--- config.mk ---
export PLATFORM = sky130hd
export DESIGN_NAME = pipe_hazard_ctrl_flat
export DESIGN_NICKNAME = d
export VERILOG_FILES = /design/src/rtl/arm_pipe_pkg.sv /design/src/rtl/pipe_hazard_ctrl_if.sv /design/src/rtl/hazard_tag_reg.sv /design/src/rtl/pipe_hazard_ctrl.sv /design/src/flat_wrapper.sv
export SDC_FILE = /design/constraint.sdc
export NUM_CORES = 1
export LEC_CHECK = 0
export CORE_MARGIN = 1
export CORE_UTILIZATION = 53
export DETAILED_ROUTE_END_ITERATION = 10
export DONT_BUFFER_PORTS = 1
export PLACE_DENSITY = 0.68
export SKIP_LAST_GASP = 1
export SLEW_MARGIN = 5
export SYNTH_ARGS = -nofsm -noshare
export SYNTH_HDL_FRONTEND = slang
export SYNTH_SLANG_ARGS = --single-unit
--- constraint.sdc ---
create_clock -name clk -period 2.4 [get_ports clk]
set_clock_uncertainty 0.05 [all_clocks]
set_input_delay 0.36 -clock clk [delete_from_list [all_inputs] [get_ports clk]]
set_output_delay 0.36 -clock clk [all_outputs]
set_load 0.02 [all_outputs]
--- src/rtl/arm_pipe_pkg.sv ---
// rtl/arm_pipe_pkg.sv - shared types and helpers for the pipeline hazard controller
// Contents:
//   fwd_sel_t   : operand select encoding for the E-stage operand muxes
//   stage_tag_t : per-stage destination tag carried alongside the pipeline
//   fwd_pick    : per-port forwarding priority (PC port never forwards, M beats W)
package arm_pipe_pkg;

    localparam int PC_REG_DEF = 15;

    // Widest register address a stage tag can carry; the top uses the low AW bits.
    localparam int TAG_AW_MAX = 8;

    typedef enum logic [1:0] {
        FWD_RF  = 2'b00,
        FWD_WB  = 2'b01,
        FWD_MEM = 2'b10
    } fwd_sel_t;

    typedef struct packed {
        logic                  valid;
        logic [TAG_AW_MAX-1:0] wa;
        logic                  regwrite;
        logic                  memtoreg;
        logic                  pcsrc;
    } stage_tag_t;

    function automatic fwd_sel_t fwd_pick(input logic use_i, input logic is_pc,
                                          input logic hit_m, input logic hit_w);
        if (!use_i || is_pc) return FWD_RF;
        if (hit_m) return FWD_MEM;
        if (hit_w) return FWD_WB;
        return FWD_RF;
    endfunction

endpackage

--- src/rtl/pipe_hazard_ctrl_if.sv ---
// rtl/pipe_hazard_ctrl_if.sv - decode/execute/memory control bundle of the hazard controller
// Signals:
//   rad_d/use_d/wa_d/regwrite_d/memtoreg_d/pcsrc_d : decode instruction fields
//   cond_pass_e/branch_taken_e                    : execute-stage resolution
//   mem_req_m/mem_ready                           : memory access handshake
//   stall_*/flush_*/fwd_sel_e/*_cnt               : controller outputs
// Modports: master drives the pipeline inputs, slave is the hazard controller.
interface pipe_hazard_ctrl_if #(
    parameter int AW    = 4,
    parameter int NRD   = 3,
    parameter int CNT_W = 16
);
    logic [NRD*AW-1:0] rad_d;
    logic [NRD-1:0]    use_d;
    logic [AW-1:0]     wa_d;
    logic              regwrite_d;
    logic              memtoreg_d;
    logic              pcsrc_d;
    logic              cond_pass_e;
    logic              branch_taken_e;
    logic              mem_req_m;
    logic              mem_ready;

    logic              stall_f;
    logic              stall_d;
    logic              stall_e;
    logic              stall_m;
    logic              flush_d;
    logic              flush_e;
    logic [NRD*2-1:0]  fwd_sel_e;
    logic [CNT_W-1:0]  ldr_stall_cnt;
    logic [CNT_W-1:0]  mem_stall_cnt;

    modport master (
        output rad_d, use_d, wa_d, regwrite_d, memtoreg_d, pcsrc_d,
               cond_pass_e, branch_taken_e, mem_req_m, mem_ready,
        input  stall_f, stall_d, stall_e, stall_m, flush_d, flush_e,
               fwd_sel_e, ldr_stall_cnt, mem_stall_cnt
    );

    modport slave (
        input  rad_d, use_d, wa_d, regwrite_d, memtoreg_d, pcsrc_d,
               cond_pass_e, branch_taken_e, mem_req_m, mem_ready,
        output stall_f, stall_d, stall_e, stall_m, flush_d, flush_e,
               fwd_sel_e, ldr_stall_cnt, mem_stall_cnt
    );

endinterface

--- src/rtl/hazard_tag_reg.sv ---
// rtl/hazard_tag_reg.sv - pipeline tag register with hold and bubble controls
// Ports:
//   clk, rst_n : clock, asynchronous active-low reset (clears to an invalid tag)
//   i_hold     : keep the current contents (wins over i_bubble)
//   i_bubble   : load all zeros, i.e. an invalid tag
//   i_d / o_q  : next tag / current tag
module hazard_tag_reg #(
    parameter int W = 8
) (
    input  logic         clk,
    input  logic         rst_n,
    input  logic         i_hold,
    input  logic         i_bubble,
    input  logic [W-1:0] i_d,
    output logic [W-1:0] o_q
);

    logic [W-1:0] r_q;

    always_ff @(posedge clk or negedge rst_n) begin
        if (!rst_n) begin
            r_q <= '0;
        end else if (!i_hold) begin
            r_q <= i_bubble ? '0 : i_d;
        end
    end

    assign o_q = r_q;

endmodule

--- src/rtl/pipe_hazard_ctrl.sv ---
// rtl/pipe_hazard_ctrl.sv - stall/flush/forwarding controller for the 5-stage pipeline
// Ports:
//   clk   : clock, rising edge
//   reset : asynchronous active-low reset
//   bus   : pipe_hazard_ctrl_if slave (decode fields, E resolution, memory
//           handshake in; stalls, flushes, operand selects, counters out)
// The controller tracks the destination of the instructions in E, M and W
// with its own tag registers, so every hazard decision needs only the decode
// fields and the E/M handshake inputs of the current cycle.
module pipe_hazard_ctrl
    import arm_pipe_pkg::*;
#(
    parameter int AW     = 4,
    parameter int NRD    = 3,
    parameter int PC_REG = PC_REG_DEF,
    parameter int CNT_W  = 16
) (
    input  logic             clk,
    input  logic             reset,
    pipe_hazard_ctrl_if.slave bus
);

    localparam int              TW    = $bits(stage_tag_t);
    localparam int              EW    = TW + NRD*AW + NRD;
    localparam logic [AW-1:0]   LP_PC = AW'(PC_REG);

    stage_tag_t        w_d_tag;
    stage_tag_t        w_e_tag;
    stage_tag_t        w_m_d;
    stage_tag_t        w_m_tag;
    stage_tag_t        w_w_tag;
    logic [EW-1:0]     w_e_d;
    logic [EW-1:0]     w_e_q;
    logic [NRD*AW-1:0] w_e_ra;
    logic [NRD-1:0]    w_e_use;

    logic              w_mem_stall;
    logic              w_ldr_hit;
    logic              w_ldr_stall;
    logic              w_pcwr_pend;
    logic              w_m_wr;
    logic              w_w_wr;
    logic [NRD*2-1:0]  w_fwd;
    logic              w_unused;

    logic [CNT_W-1:0]  r_ldr_cnt;
    logic [CNT_W-1:0]  r_mem_cnt;

    // Decode fields packed as the incoming E tag.
    always_comb begin
        w_d_tag              = '0;
        w_d_tag.valid        = 1'b1;
        w_d_tag.wa[AW-1:0]   = bus.wa_d;
        w_d_tag.regwrite     = bus.regwrite_d;
        w_d_tag.memtoreg     = bus.memtoreg_d;
        w_d_tag.pcsrc        = bus.pcsrc_d;
    end

    assign w_e_d   = {w_d_tag, bus.rad_d, bus.use_d};
    assign w_e_tag = w_e_q[EW-1 -: TW];
    assign w_e_ra  = w_e_q[NRD +: NRD*AW];
    assign w_e_use = w_e_q[NRD-1:0];

    // A failed condition turns the instruction leaving E into a no-op for
    // everything downstream: it neither writes a register nor redirects the PC.
    always_comb begin
        w_m_d          = w_e_tag;
        w_m_d.regwrite = w_e_tag.regwrite & bus.cond_pass_e;
        w_m_d.pcsrc    = w_e_tag.pcsrc & bus.cond_pass_e;
    end

    hazard_tag_reg #(.W(EW)) u_tag_e (
        .clk      (clk),
        .rst_n    (reset),
        .i_hold   (w_mem_stall),
        .i_bubble (bus.flush_e),
        .i_d      (w_e_d),
        .o_q      (w_e_q)
    );

    hazard_tag_reg #(.W(TW)) u_tag_m (
        .clk      (clk),
        .rst_n    (reset),
        .i_hold   (w_mem_stall),
        .i_bubble (1'b0),
        .i_d      (w_m_d),
        .o_q      (w_m_tag)
    );

    // W keeps advancing during a memory wait, so it drains and then fills with bubbles.
    hazard_tag_reg #(.W(TW)) u_tag_w (
        .clk      (clk),
        .rst_n    (reset),
        .i_hold   (1'b0),
        .i_bubble (w_mem_stall),
        .i_d      (w_m_tag),
        .o_q      (w_w_tag)
    );

    assign w_mem_stall = w_m_tag.valid & bus.mem_req_m & ~bus.mem_ready;

    always_comb begin
        w_ldr_hit = 1'b0;
        for (int i = 0; i < NRD; i++) begin
            if (bus.use_d[i] && (bus.rad_d[i*AW +: AW] == w_e_tag.wa[AW-1:0])) begin
                w_ldr_hit = 1'b1;
            end
        end
    end

    assign w_ldr_stall = w_e_tag.valid & w_e_tag.memtoreg & w_e_tag.regwrite & w_ldr_hit;
    assign w_pcwr_pend = bus.pcsrc_d | (w_e_tag.valid & w_e_tag.pcsrc)
                                     | (w_m_tag.valid & w_m_tag.pcsrc);

    assign bus.stall_f = w_mem_stall | w_ldr_stall | w_pcwr_pend;
    assign bus.stall_d = w_mem_stall | w_ldr_stall;
    assign bus.stall_e = w_mem_stall;
    assign bus.stall_m = w_mem_stall;
    assign bus.flush_e = ~w_mem_stall & (w_ldr_stall | bus.branch_taken_e);
    // A D instruction held behind a load-use stall must survive a pending PC
    // write; only a taken branch may discard it.
    assign bus.flush_d = ~w_mem_stall & (bus.branch_taken_e |
                         ((w_pcwr_pend | (w_w_tag.valid & w_w_tag.pcsrc)) & ~w_ldr_stall));

    assign w_m_wr = w_m_tag.valid & w_m_tag.regwrite;
    assign w_w_wr = w_w_tag.valid & w_w_tag.regwrite;

    always_comb begin
        w_fwd = '0;
        for (int i = 0; i < NRD; i++) begin
            w_fwd[i*2 +: 2] = fwd_pick(w_e_use[i],
                                       w_e_ra[i*AW +: AW] == LP_PC,
                                       w_m_wr && (w_m_tag.wa[AW-1:0] == w_e_ra[i*AW +: AW]),
                                       w_w_wr && (w_w_tag.wa[AW-1:0] == w_e_ra[i*AW +: AW]));
        end
    end

    assign bus.fwd_sel_e = w_fwd;

    // A frozen pipe is charged to the memory counter only, even when a
    // load-use condition is also visible.
    always_ff @(posedge clk or negedge reset) begin
        if (!reset) begin
            r_ldr_cnt <= '0;
            r_mem_cnt <= '0;
        end else begin
            if (w_mem_stall && (r_mem_cnt != '1)) begin
                r_mem_cnt <= r_mem_cnt + CNT_W'(1);
            end
            if (w_ldr_stall && !w_mem_stall && (r_ldr_cnt != '1)) begin
                r_ldr_cnt <= r_ldr_cnt + CNT_W'(1);
            end
        end
    end

    assign bus.ldr_stall_cnt = r_ldr_cnt;
    assign bus.mem_stall_cnt = r_mem_cnt;

    assign w_unused = ^{w_w_tag.memtoreg, w_w_tag.wa};

endmodule

--- src/flat_wrapper.sv ---
// flat-port wrapper written by rule: the top's interface ports become plain ports
module pipe_hazard_ctrl_flat import arm_pipe_pkg::*;
#(
    parameter int AW     = 4,
    parameter int NRD    = 3,
    parameter int PC_REG = PC_REG_DEF,
    parameter int CNT_W  = 16
)
  (clk, reset, bus_rad_d, bus_use_d, bus_wa_d, bus_regwrite_d, bus_memtoreg_d, bus_pcsrc_d, bus_cond_pass_e, bus_branch_taken_e, bus_mem_req_m, bus_mem_ready, bus_stall_f, bus_stall_d, bus_stall_e, bus_stall_m, bus_flush_d, bus_flush_e, bus_fwd_sel_e, bus_ldr_stall_cnt, bus_mem_stall_cnt);
  pipe_hazard_ctrl_if #(.AW(AW), .NRD(NRD), .CNT_W(CNT_W)) bus_i ();
  input  logic clk;
  input  logic reset;
  input wire logic [$bits(bus_i.rad_d)-1:0] bus_rad_d;
  input wire logic [$bits(bus_i.use_d)-1:0] bus_use_d;
  input wire logic [$bits(bus_i.wa_d)-1:0] bus_wa_d;
  input wire logic [$bits(bus_i.regwrite_d)-1:0] bus_regwrite_d;
  input wire logic [$bits(bus_i.memtoreg_d)-1:0] bus_memtoreg_d;
  input wire logic [$bits(bus_i.pcsrc_d)-1:0] bus_pcsrc_d;
  input wire logic [$bits(bus_i.cond_pass_e)-1:0] bus_cond_pass_e;
  input wire logic [$bits(bus_i.branch_taken_e)-1:0] bus_branch_taken_e;
  input wire logic [$bits(bus_i.mem_req_m)-1:0] bus_mem_req_m;
  input wire logic [$bits(bus_i.mem_ready)-1:0] bus_mem_ready;
  output wire logic [$bits(bus_i.stall_f)-1:0] bus_stall_f;
  output wire logic [$bits(bus_i.stall_d)-1:0] bus_stall_d;
  output wire logic [$bits(bus_i.stall_e)-1:0] bus_stall_e;
  output wire logic [$bits(bus_i.stall_m)-1:0] bus_stall_m;
  output wire logic [$bits(bus_i.flush_d)-1:0] bus_flush_d;
  output wire logic [$bits(bus_i.flush_e)-1:0] bus_flush_e;
  output wire logic [$bits(bus_i.fwd_sel_e)-1:0] bus_fwd_sel_e;
  output wire logic [$bits(bus_i.ldr_stall_cnt)-1:0] bus_ldr_stall_cnt;
  output wire logic [$bits(bus_i.mem_stall_cnt)-1:0] bus_mem_stall_cnt;
  assign bus_i.rad_d = bus_rad_d;
  assign bus_i.use_d = bus_use_d;
  assign bus_i.wa_d = bus_wa_d;
  assign bus_i.regwrite_d = bus_regwrite_d;
  assign bus_i.memtoreg_d = bus_memtoreg_d;
  assign bus_i.pcsrc_d = bus_pcsrc_d;
  assign bus_i.cond_pass_e = bus_cond_pass_e;
  assign bus_i.branch_taken_e = bus_branch_taken_e;
  assign bus_i.mem_req_m = bus_mem_req_m;
  assign bus_i.mem_ready = bus_mem_ready;
  assign bus_stall_f = bus_i.stall_f;
  assign bus_stall_d = bus_i.stall_d;
  assign bus_stall_e = bus_i.stall_e;
  assign bus_stall_m = bus_i.stall_m;
  assign bus_flush_d = bus_i.flush_d;
  assign bus_flush_e = bus_i.flush_e;
  assign bus_fwd_sel_e = bus_i.fwd_sel_e;
  assign bus_ldr_stall_cnt = bus_i.ldr_stall_cnt;
  assign bus_mem_stall_cnt = bus_i.mem_stall_cnt;
  pipe_hazard_ctrl #(.AW(AW), .NRD(NRD), .PC_REG(PC_REG), .CNT_W(CNT_W)) u_core (.clk(clk), .reset(reset), .bus(bus_i));
endmodule
---- Word level (Yosys, flattened, before mapping) ----
Cells that the tools add are included.
operators by class
  $add $sub $neg .......................... 2
  eq/ne operators ......................... 14
  muxes and demuxes ....................... 41
  bitwise operators ....................... 25
  reductions and logical operators ........ 19
operator list
  operator                                        count
  equality test 4 bit                             9
  2-to-1 mux 2 bit                                18
  adder 16 x 1 -> 16 bit (second input constant)  2
  inequality test 16 bit (second input constant)  2
  2-to-1 mux 27 bit                               1
  2-to-1 mux 1 bit                                21
  AND 1 bit                                       15
  equality test 4 bit (second input constant)     3
  logical AND 1 bit                               12
  2-to-1 mux 12 bit                               1
  bitwise OR 1 bit                                7
  zero test 1 bit                                 4
  logical OR 1 bit                                3
  NOT 1 bit                                       3
word-level totals
  flip-flop bits (word level) ............. 83
  bits of input ports ..................... 28
  output and inout bits ................... 44

---- Logic depth before layout (Yosys ltp) ----
Gate-level depths: netlist of run 1.
  word-level depth ........................ 10
  gate-level depth with buffers ........... 9

---- By module ----
A second synthesis of run 1 with hierarchy kept.
unflattened totals
  cell total of the unflattened synthesis .. 449
  area total of the unflattened synthesis .. 4,279.1 um^2
by module, submodules not included
  module                                times used  cells an instance  area an instance (um^2)
  pipe_hazard_ctrl                      1           234                2,162.1
  hazard_tag_reg at u_core.u_tag_e      1           115                1,121.1
  hazard_tag_reg at u_core.u_tag_m ...  2           50                 498.0

---- Worst setup path after synthesis of run 1 ----
Ideal clock, no wire load.
  path kind ............................... reg2out
  start ................................... register u_core.u_tag_e.r_q[18], in the netlist u_core.u_tag_e.o_q[18]
  end ..................................... output port bus_flush_e
  arrival ................................. 1,786 ps
  data required time ...................... 1,990 ps
  setup slack ............................. 204 ps
  cell stages (with the launch flop) ...... 9
  path through ............................ dfrtp_1 > buf_6 > xor2_1 > nor4_1 > nand3_1 > and3_4 > buf_12 > buf_8 > a21oi_1
between the ends
  word-level cells in the longest chain between the ends .. 8
  elaborated cells on any way between the ends .. 12
  classes of those cells .................. eq/ne (3); mux (3); bitwise (3); reduce/logical (3)
ends and longest elaborated chain
  item                            RTL line                 RTL
  start, declared                 hazard_tag_reg.sv:18     logic [W-1:0] r_q;
  start signal, assigned          hazard_tag_reg.sv:24     r_q <= i_bubble ? '0 : i_d;
  equality test 4 bit             pipe_hazard_ctrl.sv:105  if (bus.use_d[i] && (bus.rad_d[i*AW +: AW] == w_e_tag.wa[AW-1:0])) begin
  logical AND 1 bit               pipe_hazard_ctrl.sv:105
  2-to-1 mux 1 bit (2 in series)  pipe_hazard_ctrl.sv:105
  2-to-1 mux 1 bit (*)            pipe_hazard_ctrl.sv:105
  AND 1 bit (*)                   pipe_hazard_ctrl.sv:111  assign w_ldr_stall = w_e_tag.valid & w_e_tag.memtoreg & w_e_tag.regwrite & w_ldr_hit;
  bitwise OR 1 bit (*)            pipe_hazard_ctrl.sv:119  assign bus.flush_e = ~w_mem_stall & (w_ldr_stall | bus.branch_taken_e);
  AND 1 bit (*)                   pipe_hazard_ctrl.sv:119
  end, declared                   flat_wrapper.sv:28       output wire logic [$bits(bus_i.flush_e)-1:0] bus_flush_e;
Mark *: on every way between the ends. The rest lies on a longest branch, timed or not.

---- Worst setup path after layout of run 1 ----
  start ................................... register u_core.u_tag_e.r_q[21], in the netlist u_core.u_tag_e.o_q[21]
  end ..................................... output port bus_flush_e
Same word-level chain as after synthesis.

==> impl_metrics.json, run 1 <==
{
  "status": "finished, final reports clean",
  "yosys-top-cells-count": "69 x dfrtp_1, 33 x nand3_1, 33 x xnor2_1",
  "io_buffers": 0,
  "num-nets-final": 359,
  "synth_top_flop_cell": "dfrtp_1",
  "clkSlewWorstSetupHoldPaths_ns": 0.07,
  "hold_violations": 0,
  "path_buf_inv": 1,
  "final_util_pct": 60.1,
  "final.min_clock_period_ns": 2.36,
  "slew_headroom_pct": 71.6,
  "yosys.area.top_type": "dfrtp_1",
  "vias": 2417,
  "drv_slew": 0,
  "synth_seq_area_share_pct": 49.4,
  "wl_per_cell_um": 17.7,
  "ys_warn_count": 0,
  "layout-drive-gt1-share_pct": 15.0,
  "numCtsBuffers": 9,
  "syn_area_mm2": 0.00350,
  "dpl-instance-area_mm2": 0.00351,
  "dp_cells": 386,
  "clkSinkCount": 69,
  "p_leak_nw": 1.76,
  "postSynthAreaPerCell_um2": 11.0,
  "cp_cell_sequence": "xor2_1 -> nor4_1 -> nand3_1 -> and3_4 -> a21oi_1 -> buf_4",
  "synth-edff-count": 0,
  "cts_root_buf": "clkbuf_8",
  "max_cap_viol_count": 0,
  "ys_async_sr_fraction_pct": 100,
  "drt-total-wl_mm": 7.28,
  "grt_use_total_pct": 22.0,
  "synth_cell_types": 41,
  "hold_start": "bus_wa_d[3]",
  "synth_top_area_share_pct": 49.4,
  "gp_congestion": 0.839,
  "yosysMostFrequentCell": "dfrtp_1",
  "die_height_um": 83.2,
  "synthCells": 318,
  "clockBufferDepth": 2,
  "arrival_ns": 1.95,
  "grt_overflow": 0,
  "clkLatencyLatePin_ns": 0.34,
  "area_growth_pct": 9.09,
  "drtIter0Drc": 99,
  "synthTopCellsByArea": "dfrtp_1 49%, xnor2_1 8.3%, xor2_1 7.8%",
  "worstPathRequired_ns": 1.99,
  "die_width_um": 83.2,
  "rows": 29,
  "cp_top_family": "simple AND/OR/NAND/NOR gates",
  "io_pins": 72,
  "hpwlAfterDp_mm": 5.04,
  "ys_seq_elements": 69,
  "max_stage_delay_ns": 0.45,
  "synth.net_count": 348,
  "startpoint_type": "flop",
  "slowest_stage": "dfrtp_2",
  "criticalPathCategory": "reg -> out",
  "grt_pass1_vias": 2422,
  "p_total_mw": 2.74,
  "cts_tree": "done",
  "finalCritPeriodShare_pct": 98.2,
  "clock.fmax_mhz": 424,
  "antenna_found_initial": 0,
  "via_per_inst": 5.88,
  "r2r-start": "u_core.u_tag_e.o_q[21]",
  "ant_nets": 0,
  "ir_worst_vdd_uv": 569,
  "fin_area_mm2": 0.00381,
  "num_antenna_cells": 0,
  "grt_pass1_wl_mm": 11.9,
  "core_mm2": 0.00635,
  "crit_path_end_kind": "primary output",
  "instances_no_fill": 411,
  "firstDrtPassIters": 4,
  "hp-class": "in -> reg",
  "p_per_area_mw_per_mm2": 719,
  "grt_max_degree": 70,
  "crit_fanout": 6,
  "setup_violations": 0,
  "dieArea_mm2": 0.00692,
  "drc_errors": 0,
  "h-tree-depth": 3,
  "r2r_slack_ns": 0.22,
  "worst_pin_slew_ns": 0.426,
  "start_util_pct": 55.1,
  "crit_start": "u_core.u_tag_e.o_q[21]"
}
what timing repair did:
| item | 4_1_cts | 5_1_grt |
|---|---|---|
| gates cloned | 0 | 1 |
| hold endpoints to repair | 69 | 0 |
| gates resized for setup | 3 | 1 |
| buffers inserted | 0 | 6 |
| pin swaps | 0 | 6 |
| hold buffers | 2 | 0 |
| endpoints found under the setup margin | 2 | 3 |
where the power goes:
| part | internal (mW) | switching (mW) |
|---|---|---|
| clock network | 0.581 | 0.417 |
| logic | 0.150 | 0.151 |
| registers | 1.26 | 0.188 |
| total | 1.99 | 0.756 |
registers in the layout, summed over array words and instances (netlist names):
signal / count
u_core.bus.mem_stall_cnt: 16
u_core.u_tag_m.o_q: 7
u_core.bus.ldr_stall_cnt: 16
u_core.u_tag_e.o_q: 23
u_core.u_tag_w.o_q: 7
final cells by class:
class	count	area (um^2)
fillers	532	2540
flip-flops and latches	69	1730
multi-input cells	229	1620
repair buffers	16	143
clock buffers	11	131
well taps	77	96.3
clock inverters	5	75.1
inverters	4	15.0
worst paths after layout:
path                                                end  cells past startpoint
min in group asynchronous  u_core.bus.ldr_stall_cnt[13]                      2
hold / removal                   u_core.u_tag_e.o_q[21]                      1
setup / recovery                            bus_flush_e                      6
setup reg to reg            u_core.bus.ldr_stall_cnt[1]                      7
hold reg to reg                   u_core.u_tag_m.o_q[2]                      2
max in group asynchronous        u_core.u_tag_e.o_q[21]                      2
per-stage QoR:
step | setup WS (ns) | hold slack [ns] | TNS, ns
final | 0.0443 | 0.0986 | 0
after floorplan | 0.204 | 0.0144 | 0
after global placement | 0.302 | 0.0161 | 0
after global routing | -0.0207 | 0.0879 | -0.0207
after detailed placement | 0.303 | 0.0161 | 0
after CTS | -0.0220 | 0.0908 | -0.0220
worst reg2reg max path, cell delays in order (launching register included):
cell and delay [ns]:
dfrtp_2 0.45, xor2_1 0.18, nor4_1 0.27, nand3_1 0.16, and3_4 0.24, buf_4 0.16, nor3_2 0.21, mux2_2 0.36
cell families after synthesis:
| logic type | synth area share [%] |
|---|---|
| muxes | 0.644 |
| buffers and inverters | 4.47 |
| AOI/OAI and AO/OA | 7.98 |
| xor gates and xnor gates | 16.0 |
| adders and majority gates | 0.716 |
| and+or+nand+nor | 20.8 |
| DFF | 49.4 |
routing by layer:
layer  vias to the layer above  part of all wire, %  global-route usage (%)
li1                       1137                    -                       -
met1                      1178                   44                    29.0
met2                        83                   47                    33.2
met3                        19                  6.4                    6.16
met4                         0                  3.0                    11.1
met5                         -                    0                       0
cell usage in the layout (no fill, tap or decap), types with 9 or more instances in the layout:
cell type	count
dfrtp_1	66
clkbuf_8	9
a22o_1	21
nor2_1	11
nand3_1	33
xor2_1	31
buf_4	14
and3_1	9
xnor2_1	33
nand2_1	30
No activity file was read; power rests on OpenSTA's default activity.
==> inputs of run 2 (changes only) <==
--- a/config.mk
+++ b/config.mk
@@ -9,6 +9,7 @@
 export CORE_UTILIZATION = 53
 export DETAILED_ROUTE_END_ITERATION = 10
 export DONT_BUFFER_PORTS = 1
+export GPL_ROUTABILITY_DRIVEN = 1
 export PLACE_DENSITY = 0.68
 export SKIP_LAST_GASP = 1
 export SLEW_MARGIN = 5
==> constraint.sdc (replaced) <==
create_clock -name clk -period 2.88 [get_ports clk]
set_clock_uncertainty 0.05 [all_clocks]
set_input_delay 0.432 -clock clk [delete_from_list [all_inputs] [get_ports clk]]
set_output_delay 0.432 -clock clk [all_outputs]
set_load 0.02 [all_outputs]
==> impl_metrics.json, run 2 (synthesis gave the netlist of run 1 again) <==
{
  "max_cap_viol_count": 0,
  "setup_violations": 0,
  "hold_buffers": 2,
  "drv_slew": 0,
  "layout-drive-gt1-share_pct": 11.4,
  "rows": 29,
  "hold_start": "bus_rad_d[3]",
  "worstPathRequired_ns": 2.40,
  "worst_pin_slew_ns": 0.453,
  "p_sw_mw": 0.618,
  "firstDrtPassIters": 4,
  "core_mm2": 0.00635,
  "p_comb_share_pct": 11.6,
  "clkSlewWorstSetupHoldPaths_ns": 0.07,
  "gp_congestion": 0.822,
  "setup_tns_ns": 0,
  "wl_per_cell_um": 17.9,
  "grt_max_degree": 70,
  "clockBufferDepth": 2,
  "clock.fmax_mhz": 388,
  "via_per_inst": 5.91,
  "slew_headroom_pct": 69.9,
  "slowest_stage": "dfrtp_1",
  "drt-total-wl_mm": 7.20,
  "cp_top_family": "simple AND/OR/NAND/NOR gates",
  "sw_frac_of_total_pct": 29.0,
  "io_pins": 72,
  "drc_errors": 0,
  "p_leak_nw": 1.71,
  "internal_power_mw": 1.52,
  "final.min_clock_period_ns": 2.58,
  "criticalPathCategory": "reg -> out",
  "start_util_pct": 55.1,
  "die_height_um": 83.2,
  "whs_endpoint": "u_core.u_tag_e.o_q[6]",
  "clkPwrFrac_pct": 32.0,
  "hpwlAfterDp_mm": 4.96,
  "post_cts_buffers": 0,
  "grt_overflow": 0,
  "cp_cell_sequence": "xor2_1 -> nor4_1 -> nand3_1 -> and3_4 -> a21oi_1",
  "p_per_area_mw_per_mm2": 576,
  "die_width_um": 83.2,
  "r2r-start": "u_core.bus.ldr_stall_cnt[0]",
  "vias": 2370,
  "antenna_found_initial": 0,
  "ant_nets": 0,
  "finalCritPeriodShare_pct": 89.4,
  "highest_layer": "met4",
  "clkSinkCount": 69,
  "largest_reg_flops": 23,
  "met2_length_mm": 3.40,
  "numCtsBuffers": 9,
  "status": "finished, final reports clean",
  "hp-class": "in -> reg",
  "final_cell_mix": "69 x dfrtp_1, 33 x xnor2_1, 33 x nand3_1",
  "clkLatencyLatePin_ns": 0.34,
  "ir_worst_vdd_uv": 536,
  "wl_met3_um": 444,
  "p_seq_share_pct": 56.4,
  "rsz0062_at_grt": "no",
  "io_buffers": 0,
  "cts_resized": 0,
  "path_buf_inv": 0,
  "crit_cells": 5,
  "grt_pass1_wl_mm": 12.1,
  "cts_tree": "done",
  "hold_violations": 0,
  "crit-reg2reg-capture": "u_core.bus.ldr_stall_cnt[1]",
  "area_growth_pct": 6.01,
  "grt_use_total_pct": 22.3,
  "cts_root_buf": "clkbuf_8",
  "hold_path_depth": 1,
  "r2r_slack_ns": 0.77,
  "drtIter0Drc": 145,
  "crit_fanout": 20,
  "grt_pass1_vias": 2398,
  "arrival_ns": 2.09,
  "num-fill-cells": 539,
  "layout_commonest_cell": "dfrtp_1",
  "dieArea_mm2": 0.00692,
  "wl_met1_mm": 3.22,
  "setup_ws_ns": 0.304,
  "num-nets-final": 351,
  "rr_worst_depth": 6,
  "num_antenna_cells": 0,
  "h-tree-depth": 3,
  "dp_slack_ns": 0.640,
  "crit_path_end_kind": "primary output",
  "max_stage_delay_ns": 0.45,
  "startpoint_type": "flop"
}
[run 2: changes by cell type in the layout (fill, tap and decap cells not counted)]
cell and delta:
clkinv_2 -1, clkbuf_1 -1, nor2_1 +1, and3_2 -1, dfrtp_1 +3, dfrtp_2 -3
bufinv_16 -2, buf_4 -7, clkbuf_8 +2, nor2_2 -1
[run 2: area by class of cell]
cell class	count	area [um^2]	share of cell area (%)
Tap cell	77	96.3	2.60
Clock buffer	12	155	4.19
Multi-Input combinational cell	228	1610	43.5
Clock inverter	2	10.0	0.270
Sequential cell	69	1730	46.6
Timing Repair Buffer	9	90.1	2.43
Inverter	4	15.0	0.405
[run 2: power groups by stage]
stage	logic, mW	registers [mW]	clock network, mW
after floorplan	0.214	1.19	0
after global placement	0.219	1.22	0
after detailed placement	0.224	1.22	0
after CTS	0.250	1.20	0.700
after global routing	0.280	1.22	0.739
final	0.247	1.20	0.683
[run 2: per-layer routing]
metal	GRT usage, %	vias up
li1	-	1119
met5	0	-
met2	34.7	72
met4	9.09	0
met1	29.6	1167
met3	6.16	12
[run 2: worst max path at each step]
| stage | endpoint | start |
|---|---|---|
| 2_1_floorplan | bus_flush_e | u_core.u_tag_e.o_q[18] |
| 3_3_place_gp | bus_flush_e | u_core.u_tag_e.o_q[18] |
| 3_5_place_dp | bus_flush_e | u_core.u_tag_e.o_q[18] |
| 4_1_cts | bus_flush_e | u_core.u_tag_e.o_q[18] |
| 5_1_grt | bus_flush_e | u_core.u_tag_e.o_q[18] |
| 6_report | bus_flush_e | u_core.u_tag_e.o_q[18] |
[run 2: through the flow]
step	instance area, um^2	cells	power [mW]	utilization [%]	hold WS [ns]
6_report	3710	401	2.13	58.4	0.174
5_1_grt	3710	401	2.24	58.4	0.164
4_1_cts	3710	401	2.15	58.4	0.166
3_5_place_dp	3500	385	1.44	55.2	0.0880
3_3_place_gp	3500	385	1.44	55.2	0.0878
2_1_floorplan	3500	318	1.40	-	0.0864
==> inputs of run 3 (changes only) <==
--- a/config.mk
+++ b/config.mk
@@ -5,6 +5,7 @@
 export SDC_FILE = /design/constraint.sdc
 export NUM_CORES = 1
 export LEC_CHECK = 0
+export CAP_MARGIN = 30
 export CORE_MARGIN = 1
 export CORE_UTILIZATION = 53
 export DETAILED_ROUTE_END_ITERATION = 10
==> results of run 3 <==
The final DEF is identical to that of run 2; final timing and power are the same.
